$ cat config.mk
export PLATFORM = sky130hd
export DESIGN_NAME = fir_mac_sequencer
export DESIGN_NICKNAME = d
export VERILOG_FILES = /design/src/rtl/fir_pkg.sv /design/src/rtl/fir_coef_bank.sv /design/src/rtl/fir_mac_sequencer.sv
export SDC_FILE = /design/constraint.sdc
export NUM_CORES = 1
export LEC_CHECK = 0
export ABC_AREA = 0
export ABC_CLOCK_PERIOD_IN_PS = 29400
export BUFFER_PORTS_ARGS = -buffer_cell sky130_fd_sc_hd__buf_2
export CAP_MARGIN = 20
export CORE_MARGIN = 4
export CORE_UTILIZATION = 35
export CTS_CLUSTER_SIZE = 25
export DETAILED_ROUTE_END_ITERATION = 16
export SETUP_SLACK_MARGIN = 0.4
export SYNTH_ARGS = -nofsm -noshare
export SYNTH_HDL_FRONTEND = slang
export SYNTH_SLANG_ARGS = --single-unit
$ cat constraint.sdc
create_clock -name Clk -period 29.4 [get_ports Clk]
set_input_delay 4.41 -clock Clk [delete_from_list [all_inputs] [get_ports Clk]]
set_output_delay 4.41 -clock Clk [all_outputs]
set_load 0.02 [all_outputs]
$ cat src/rtl/fir_pkg.sv
// rtl/fir_pkg.sv - shared types and constants for the folded FIR sequencer
package fir_pkg;

    localparam int FIR_N    = 16;
    localparam int FIR_TAPS = 8;

    typedef enum logic [1:0] {
        IDLE = 2'd0,
        MAC  = 2'd1,
        OUT  = 2'd2
    } fir_state_e;

    // Symmetric low-pass kernel loaded at reset; taps beyond index 7 are zero.
    function automatic logic [15:0] default_coef(input int k);
        case (k)
            0:       return 16'd16;
            1:       return 16'd17;
            2:       return 16'd18;
            3:       return 16'd19;
            4:       return 16'd19;
            5:       return 16'd18;
            6:       return 16'd17;
            7:       return 16'd16;
            default: return 16'd0;
        endcase
    endfunction

endpackage

$ cat src/rtl/fir_coef_bank.sv
// rtl/fir_coef_bank.sv - runtime-programmable coefficient register file
module fir_coef_bank
    import fir_pkg::*;
#(
    parameter int N    = FIR_N,
    parameter int TAPS = FIR_TAPS,
    parameter int AW   = $clog2(FIR_TAPS)
) (
    input  logic          Clk,
    input  logic          reset,
    input  logic          we,
    input  logic [AW-1:0] waddr,
    input  logic [N-1:0]  wdata,
    input  logic [AW-1:0] raddr,
    output logic [N-1:0]  rdata
);

    logic [N-1:0] coef_q [TAPS];
    logic [N-1:0] coef_d [TAPS];

    // Single write port; the write is visible from the following cycle.
    always_comb begin
        coef_d = coef_q;
        if (we) begin
            coef_d[waddr] = wdata;
        end
    end

    // Coefficient storage, reverting to the default kernel on reset.
    always_ff @(posedge Clk or posedge reset) begin
        if (reset) begin
            for (int i = 0; i < TAPS; i++) begin
                coef_q[i] <= N'(default_coef(i));
            end
        end else begin
            coef_q <= coef_d;
        end
    end

    assign rdata = coef_q[raddr];

endmodule

$ cat src/rtl/fir_mac_sequencer.sv
// rtl/fir_mac_sequencer.sv - folded FIR: one shared MAC stepping over all taps
module fir_mac_sequencer
    import fir_pkg::*;
#(
    parameter int N    = FIR_N,
    parameter int TAPS = FIR_TAPS,
    parameter int AW   = $clog2(FIR_TAPS)
) (
    input  logic          Clk,
    input  logic          reset,
    input  logic          in_valid,
    output logic          in_ready,
    input  logic [N-1:0]  in_data,
    output logic          out_valid,
    input  logic          out_ready,
    output logic [N-1:0]  out_data,
    input  logic          coef_we,
    input  logic [AW-1:0] coef_addr,
    input  logic [N-1:0]  coef_data,
    output logic          coef_drop,
    output logic          busy
);

    fir_state_e    state_q, state_d;
    logic [AW-1:0] wptr_q, wptr_d;
    logic [AW-1:0] base_q, base_d;
    logic [AW-1:0] tap_q, tap_d;
    logic [N-1:0]  acc_q, acc_d;
    logic [N-1:0]  out_data_q, out_data_d;
    logic          out_valid_q, out_valid_d;
    logic          coef_drop_q, coef_drop_d;
    logic [N-1:0]  dly_q [TAPS];
    logic [N-1:0]  dly_d [TAPS];

    logic [AW-1:0] rd_addr;
    logic [N-1:0]  sample_rd;
    logic [N-1:0]  coef_rd;
    logic [N-1:0]  prod;
    logic          coef_wr_ok;

    // Coefficients may only change while no computation is in flight.
    assign coef_wr_ok = coef_we && (state_q == IDLE);

    fir_coef_bank #(
        .N    (N),
        .TAPS (TAPS),
        .AW   (AW)
    ) u_coef_bank (
        .Clk   (Clk),
        .reset (reset),
        .we    (coef_wr_ok),
        .waddr (coef_addr),
        .wdata (coef_data),
        .raddr (tap_q),
        .rdata (coef_rd)
    );

    // Tap k reads x[n-k]: walk backwards from the newest sample, wrapping mod TAPS.
    assign rd_addr   = base_q - tap_q;
    assign sample_rd = dly_q[rd_addr];
    assign prod      = coef_rd * sample_rd;

    // Next-state, datapath and handshake logic for IDLE -> MAC -> OUT.
    always_comb begin
        state_d     = state_q;
        wptr_d      = wptr_q;
        base_d      = base_q;
        tap_d       = tap_q;
        acc_d       = acc_q;
        out_data_d  = out_data_q;
        out_valid_d = out_valid_q;
        dly_d       = dly_q;
        coef_drop_d = coef_we && (state_q != IDLE);

        case (state_q)
            IDLE: begin
                if (in_valid) begin
                    dly_d[wptr_q] = in_data;
                    base_d        = wptr_q;
                    wptr_d        = wptr_q + AW'(1);
                    acc_d         = '0;
                    tap_d         = '0;
                    state_d       = MAC;
                end
            end
            MAC: begin
                acc_d = acc_q + prod;
                tap_d = tap_q + AW'(1);
                if (tap_q == AW'(TAPS - 1)) begin
                    out_data_d  = acc_q + prod;
                    out_valid_d = 1'b1;
                    state_d     = OUT;
                end
            end
            OUT: begin
                if (out_ready) begin
                    out_valid_d = 1'b0;
                    state_d     = IDLE;
                end
            end
            default: begin
                state_d = IDLE;
            end
        endcase
    end

    // State and datapath registers; reset discards any partial result.
    always_ff @(posedge Clk or posedge reset) begin
        if (reset) begin
            state_q     <= IDLE;
            wptr_q      <= '0;
            base_q      <= '0;
            tap_q       <= '0;
            acc_q       <= '0;
            out_data_q  <= '0;
            out_valid_q <= 1'b0;
            coef_drop_q <= 1'b0;
            for (int i = 0; i < TAPS; i++) begin
                dly_q[i] <= '0;
            end
        end else begin
            state_q     <= state_d;
            wptr_q      <= wptr_d;
            base_q      <= base_d;
            tap_q       <= tap_d;
            acc_q       <= acc_d;
            out_data_q  <= out_data_d;
            out_valid_q <= out_valid_d;
            coef_drop_q <= coef_drop_d;
            dly_q       <= dly_d;
        end
    end

    assign in_ready  = (state_q == IDLE);
    assign busy      = (state_q != IDLE);
    assign out_valid = out_valid_q;
    assign out_data  = out_data_q;
    assign coef_drop = coef_drop_q;

endmodule

Word level (Yosys, flattened, before mapping):

Cells that the tools add are included.

* flip-flop bits (word level): 301
* latch bits: 0
* RAM bits: 0
* memory bits (read-only): 0
* bits of input ports: 40
* output and inout bits: 20
* logic and storage cells: 81
* memories kept: 0

* add/sub/neg operators: 4
* multiply operators: 1
* div/mod/pow operators: 0
* magnitude comparators: 6
* equality and inequality tests: 6
* shifts and indexed selects: 0
* muxes and demuxes: 23
* bitwise gates (word level): 4
* reduce and logical (&&, ||, !) cells: 13

Operators with widths (number)
* $bwmux 128: 2
* $mux 16: 7
* $bmux 16 s3: 2
* $demux 16 s3: 2
* $pmux 16 s2: 1
* $add 16x16->16: 1
* $ge 4x4->1 const B: 4
* $mul 16x16->16: 1
* $not 3->4: 4
* $lt 4x1->1 const B: 2
* $add 3x1->3 const B: 2
* $mux 2: 3
* $ne 2x2->1 const B: 3
* $pmux 2 s3: 1
* $pmux 3 s2: 1
* $reduce_and 2->1: 3
* $reduce_and 3->1: 2
* $reduce_bool 2->1: 3
* $logic_and 1x1->1: 4
* $eq 3x3->1 const B: 1
* $mux 3: 1
* $sub 3x3->3: 1
* $eq 2x1->1 const B: 1
* $eq 2x2->1 const B: 1
* 3 further kinds: 4

Longest topological paths before layout:

* depth after elaboration: 8
* mapped depth: 34
* depth with buffers taken out: 31

Modules after synthesis:

From an unflattened synthesis, not the netlist that was laid out.

* cells, all modules: 1370
* area, all modules: 17939.7 um^2

Modules (own cells, without submodules)
* fir_mac_sequencer: times used 1, cells each 1032, area an instance 11895.2 um^2, sequential area each 4329.2 um^2
* fir_coef_bank: times used 1, cells each 338, area an instance 6044.5 um^2, sequential area each 3223.1 um^2

Least setup slack after synthesis:

No wires, ideal clock.

* path type: reg2reg
* start point: reg tap_q[1]
* end point: reg out_data_q[15] (netlist: out_data[15])
* setup time: 0.129 ns
* data arrival time: 7.841 ns
* required time: 29.271 ns
* slack: 21.430 ns
* stages on the path, launching flop included: 28
* path buffers: 6
* clock period less this slack: 7.970 ns
* path through: dfrtp_1 buf_2 buf_2 inv_1 fa_1 buf_2 buf_2 buf_2 mux4_1 mux2_2 clkbuf_1 nand2_1 fa_1 fa_1 fa_1 fa_1 fa_1 fa_1 xnor2_1 xnor2_1 xnor2_1 xnor2_1 xnor2_1 xnor2_1 xnor2_1 xnor3_1 xnor2_1 o21ai_1

* word-level cells in the longest chain between the ends: 7
* elaborated cells between the ends (all ways): 13
* classes of those cells: add/sub (2); mul (1); eq/ne (1); mux (6); bitwise (2); reduce/logical (1)

RTL lines
* start: declaration: line fir_mac_sequencer.sv:27 `logic [AW-1:0] tap_q, tap_d;`
* start signal: assignment: line fir_mac_sequencer.sv:125 `tap_q <= tap_d;`
* $sub 3x3->3: line fir_mac_sequencer.sv:59 `assign rd_addr = base_q - tap_q;`
* $not 3->4 (implied by the code): line fir_mac_sequencer.sv:60 `assign sample_rd = dly_q[rd_addr];`
* $bmux 16 s3: line fir_mac_sequencer.sv:60
* $mux 16 (implied by the code) (2 in series): line fir_mac_sequencer.sv:60
* $mul 16x16->16: line fir_mac_sequencer.sv:61 `assign prod = coef_rd * sample_rd;`
* $add 16x16->16: line fir_mac_sequencer.sv:90 `out_data_d = acc_q + prod;`
* end signal: assignment: line fir_mac_sequencer.sv:127 `out_data_q <= out_data_d;`
* end: declaration: line fir_mac_sequencer.sv:29 `logic [N-1:0] out_data_q, out_data_d;`

Several ways; a longest one is shown, not always the timed one. The select of a mux whose other input is x is not followed.
A chain may end at the register's enable or synchronous reset.

Worst setup path after layout:

Same ends and word-level chain as after synthesis.

==> Implementation_results.wiki <==
{| class="wikitable"
! Metric !! Value
|-
| Run status || finished, final reports clean
|-
| Highest net fanout along the worst path || 30
|-
| Slack of the worst reg-to-reg path || 21100 ps
|-
| Post-synth EDFFs || 0
|-
| Initial antenna violation count || 3
|-
| Most frequent standard cell in the layout excluding fill and tap cells || sky130_fd_sc_hd__dfrtp_1
|-
| Required arrival time at the worst endpoint || 29830 ps
|-
| Series of cell instances along the critical path || buf_4, inv_1, fa_1, buf_4, mux4_2, mux2i_1, nor2_1, fa_1, inv_1, fa_1, fa_1, fa_1, fa_1, fa_1, xnor2_1, xnor2_1, xnor2_1, xnor2_1, xnor2_1, xnor2_1, xnor2_1, xnor3_1, xnor2_1, o21ai_1
|-
| Worst-case reg-to-reg path depth || 24
|-
| Die extent in x || 233 um
|-
| Setup TNS || 0 ps
|-
| Endpoint of the lowest-slack register-to-register path || out_data[15]$_DFFE_PP0P_
|-
| Startpoint of the worst-slack reg-to-reg timing path || tap_q[1]$_DFFE_PP0P_
|-
| Cts bufs inserted || 35
|-
| Via density per instance || 4.95
|-
| Delay contributed by the slowest stage of the critical path || 710 ps
|-
| Shortest period the worst path allows || 8300 ps
|-
| Relative slew slack || 0.259
|-
| Post-Synthesis Net Count || 1566
|-
| Routed Antenna Nets || 0
|-
| Most used routing layer in global routing || met2
|-
| Final critical-path setup slack || 21100 ps
|-
| Most used cells in the layout excluding fill and tap cells || sky130_fd_sc_hd__dfrtp_1, sky130_fd_sc_hd__mux2_2, sky130_fd_sc_hd__inv_1
|-
| N_diodes || 0
|-
| Unrepaired setup endpoints after global routing || false
|-
| Detailed Route Iter0 Violations || 548
|-
| End point of the most critical hold path || out_data[12]$_DFFE_PP0P_
|-
| Placed cell count || 2070
|-
| Synth warnings || 0
|-
| Die Footprint || 54100 um2
|-
| Syn Std Cell Area || 17600 um2
|-
| Count of endpoints failing hold in the final timing report || 0
|-
| Detailed-router iteration count before antenna repair || 4
|-
| Slew at the pin closest to its max-slew limit || 1110 ps
|-
| Global-route wire length before repair || 65.8 mm
|-
| Setup slack after placement || 21130 ps
|-
| Number of max-cap violations || 0
|-
| Number of different library cells in the post-synthesis netlist || 45
|-
| Worst clock skew || 15.9 ps
|-
| Post-detail-place hpwl || 27.5 mm
|-
| Area Overhead vs Synth || 12.7%
|-
| Yosys reg bits || 301
|-
| Share of post-route cells with drive strength above 1 || 0.345
|-
| Launch instance of the worst min-delay path || out_data[12]$_DFFE_PP0P_
|-
| Skew-Pair Late Insertion Delay || 550 ps
|-
| CTS tree || done
|-
| Clk pin slew, worst setup/hold paths || 60 ps
|-
| Initial Util || 0.353
|-
| Crit path DAT || 8730 ps
|-
| Largest net degree at the start of global routing || 136
|-
| Overflow left after global routing || 0
|-
| Worst path most repeated cell || sky130_fd_sc_hd__xnor2_1
|-
| Vias in the first global route || 11349
|-
| DRC violations left || 0
|-
| Library cell contributing the largest single delay on the critical path || sky130_fd_sc_hd__mux2i_1
|-
| Met2 layer usage reported by global route || 0.264
|-
| Cells after Synth || 1375
|-
| Number of buffers added for setup after CTS || 0
|-
| Upper clock frequency limit || 0.120 GHz
|-
| Startpoint type of the worst setup path || register
|-
| Die H || 233 um
|-
| Setup crit end kind || register
|-
| WHS Path Cells || 2
|-
| IO Count || 60
|-
| Final std cells w/o fill || 2134
|-
| Category of the critical setup timing path || reg -> reg
|-
| Site row count || 82
|-
| Post-synthesis async set-or-reset flop share || 1.00
|-
| Count of hold-fix buffers inserted at cts || 0
|-
| Total Routing Usage GR || 0.156
|-
| Number of input and output port buffers inserted || 59
|-
| Met3 track demand over resource in global routing || 0.0317
|-
| Fraction of the cycle the final worst path needs || 0.282
|-
| Bufs on Longest Clock Path || 3
|-
| WL final || 40.8 mm
|-
| Std-Cell Core Area || 50000 um2
|-
| Clock Sinks || 301
|-
| Vias || 10568
|-
| Routed WL per cell || 19.1 um
|-
| Max-slew violation count || 0
|-
| Met1 routing resource usage after global routing || 0.205
|-
| Leading register cell type out of synthesis || sky130_fd_sc_hd__dfrtp_1
|-
| Share of the yosys chip area belonging to registers || 0.428
|-
| Path type of the worst min-delay path || reg -> reg
|-
| Number of fill cells || 4733
|-
| Library cell used as clock root buffer || sky130_fd_sc_hd__clkbuf_16
|-
| PostCTS Resize Cnt || 0
|-
| Synthesized area per cell || 12.8 um2
|-
| Total of endpoints with negative setup slack in the final report || 0
|-
| Routability congestion estimate || 0.800
|-
| Post-layout net count || 1628
|-
| Total number of H-tree levels || 2
|}
-- metrics by stage --
step,util,area (um2),hold slack [ps]
2_1_floorplan,-,17600,469
3_3_place_gp,0.374,18700,460
3_5_place_dp,0.374,18700,468
4_1_cts,0.397,19800,480
5_1_grt,0.398,19900,503
6_report,0.398,19900,469
-- synthesized netlist by cell type (10+ instances only) --
library cell | n | share of area
sky130_fd_sc_hd__dfrtp_1 | 285 | 0.40
sky130_fd_sc_hd__mux2_2 | 274 | 0.17
sky130_fd_sc_hd__inv_1 | 162 | 0.034
sky130_fd_sc_hd__nand2_1 | 112 | 0.024
sky130_fd_sc_hd__fa_1 | 95 | 0.11
sky130_fd_sc_hd__ha_1 | 56 | 0.040
sky130_fd_sc_hd__mux4_2 | 56 | 0.071
sky130_fd_sc_hd__nor2_1 | 52 | 0.011
sky130_fd_sc_hd__clkbuf_1 | 39 | 0.0083
sky130_fd_sc_hd__o21ai_0 | 34 | 0.0096
sky130_fd_sc_hd__xnor2_1 | 32 | 0.016
sky130_fd_sc_hd__mux2i_1 | 21 | 0.012
sky130_fd_sc_hd__nand2b_1 | 17 | 0.0060
sky130_fd_sc_hd__dfstp_2 | 16 | 0.024
sky130_fd_sc_hd__nand3_1 | 16 | 0.0045
sky130_fd_sc_hd__or2_2 | 16 | 0.0057
sky130_fd_sc_hd__nor2b_1 | 11 | 0.0039
sky130_fd_sc_hd__and2_1 | 10 | 0.0035
sky130_fd_sc_hd__buf_2 | 10 | 0.0028
-- sequential cells by signal, indices dropped and copies added (netlist names) --
register	count
dly_q	128
u_coef_bank.coef_q	128
acc_q	16
out_data	16
base_q	3
tap_q	3
wptr_q	3
state_q	2
coef_drop	1
out_valid	1
-- layout make-up --
type	instances	area, um2	area share
Tap cell	672	841	0.0423
Inverter	162	616	0.0310
Sequential cell	301	7550	0.380
Clock buffer	54	997	0.0502
Timing Repair Buffer	84	531	0.0267
Multi-Input combinational cell	853	9200	0.463
Clock inverter	8	136	0.00686
-- worst max-delay path, delay by kind of cell, from the launching register on --
family / cells / cell delay [ps]
AO/OA/AOI/OAI: 1 / 110
XOR/XNOR: 9 / 1780
adder cells (fa/ha/maj): 7 / 3430
buffers and inverters: 4 / 1140
flip-flops: 1 / 320
multiplexers: 2 / 1280
AND/OR/NAND/NOR: 1 / 140
-- kinds of logic after synthesis --
| group | share of synthesized area |
|---|---|
| xor gates and xnor gates | 0.0237 |
| muxes | 0.270 |
| DFF | 0.428 |
| AOI/OAI and AO/OA | 0.0182 |
| adders and majority gates | 0.148 |
| buffers and inverters | 0.0507 |
| and+or+nand+nor | 0.0621 |
-- how the worst max path moves through the flow --
stage                         start                       end  slack, ps  cells past startpoint
2_1_floorplan                 reset      acc_q[0]$_DFFE_PP0P_      16700                      1
3_3_place_gp   tap_q[1]$_DFFE_PP0P_     acc_q[15]$_DFFE_PP0P_      21290                     24
3_5_place_dp   tap_q[1]$_DFFE_PP0P_  out_data[15]$_DFFE_PP0P_      21130                     24
4_1_cts        tap_q[1]$_DFFE_PP0P_  out_data[15]$_DFFE_PP0P_      21090                     24
5_1_grt        tap_q[1]$_DFFE_PP0P_  out_data[15]$_DFFE_PP0P_      20580                     24
6_report       tap_q[1]$_DFFE_PP0P_  out_data[15]$_DFFE_PP0P_      21100                     24
-- metal layers --
metal	share of wire	wire, um
met5	0.00093	38
met2	0.50	20200
met1	0.44	17900
met4	0.021	839
met3	0.045	1830
Power is not shown: default switching activity piles up to over one toggle a cycle in this logic, so the estimate is an artifact.
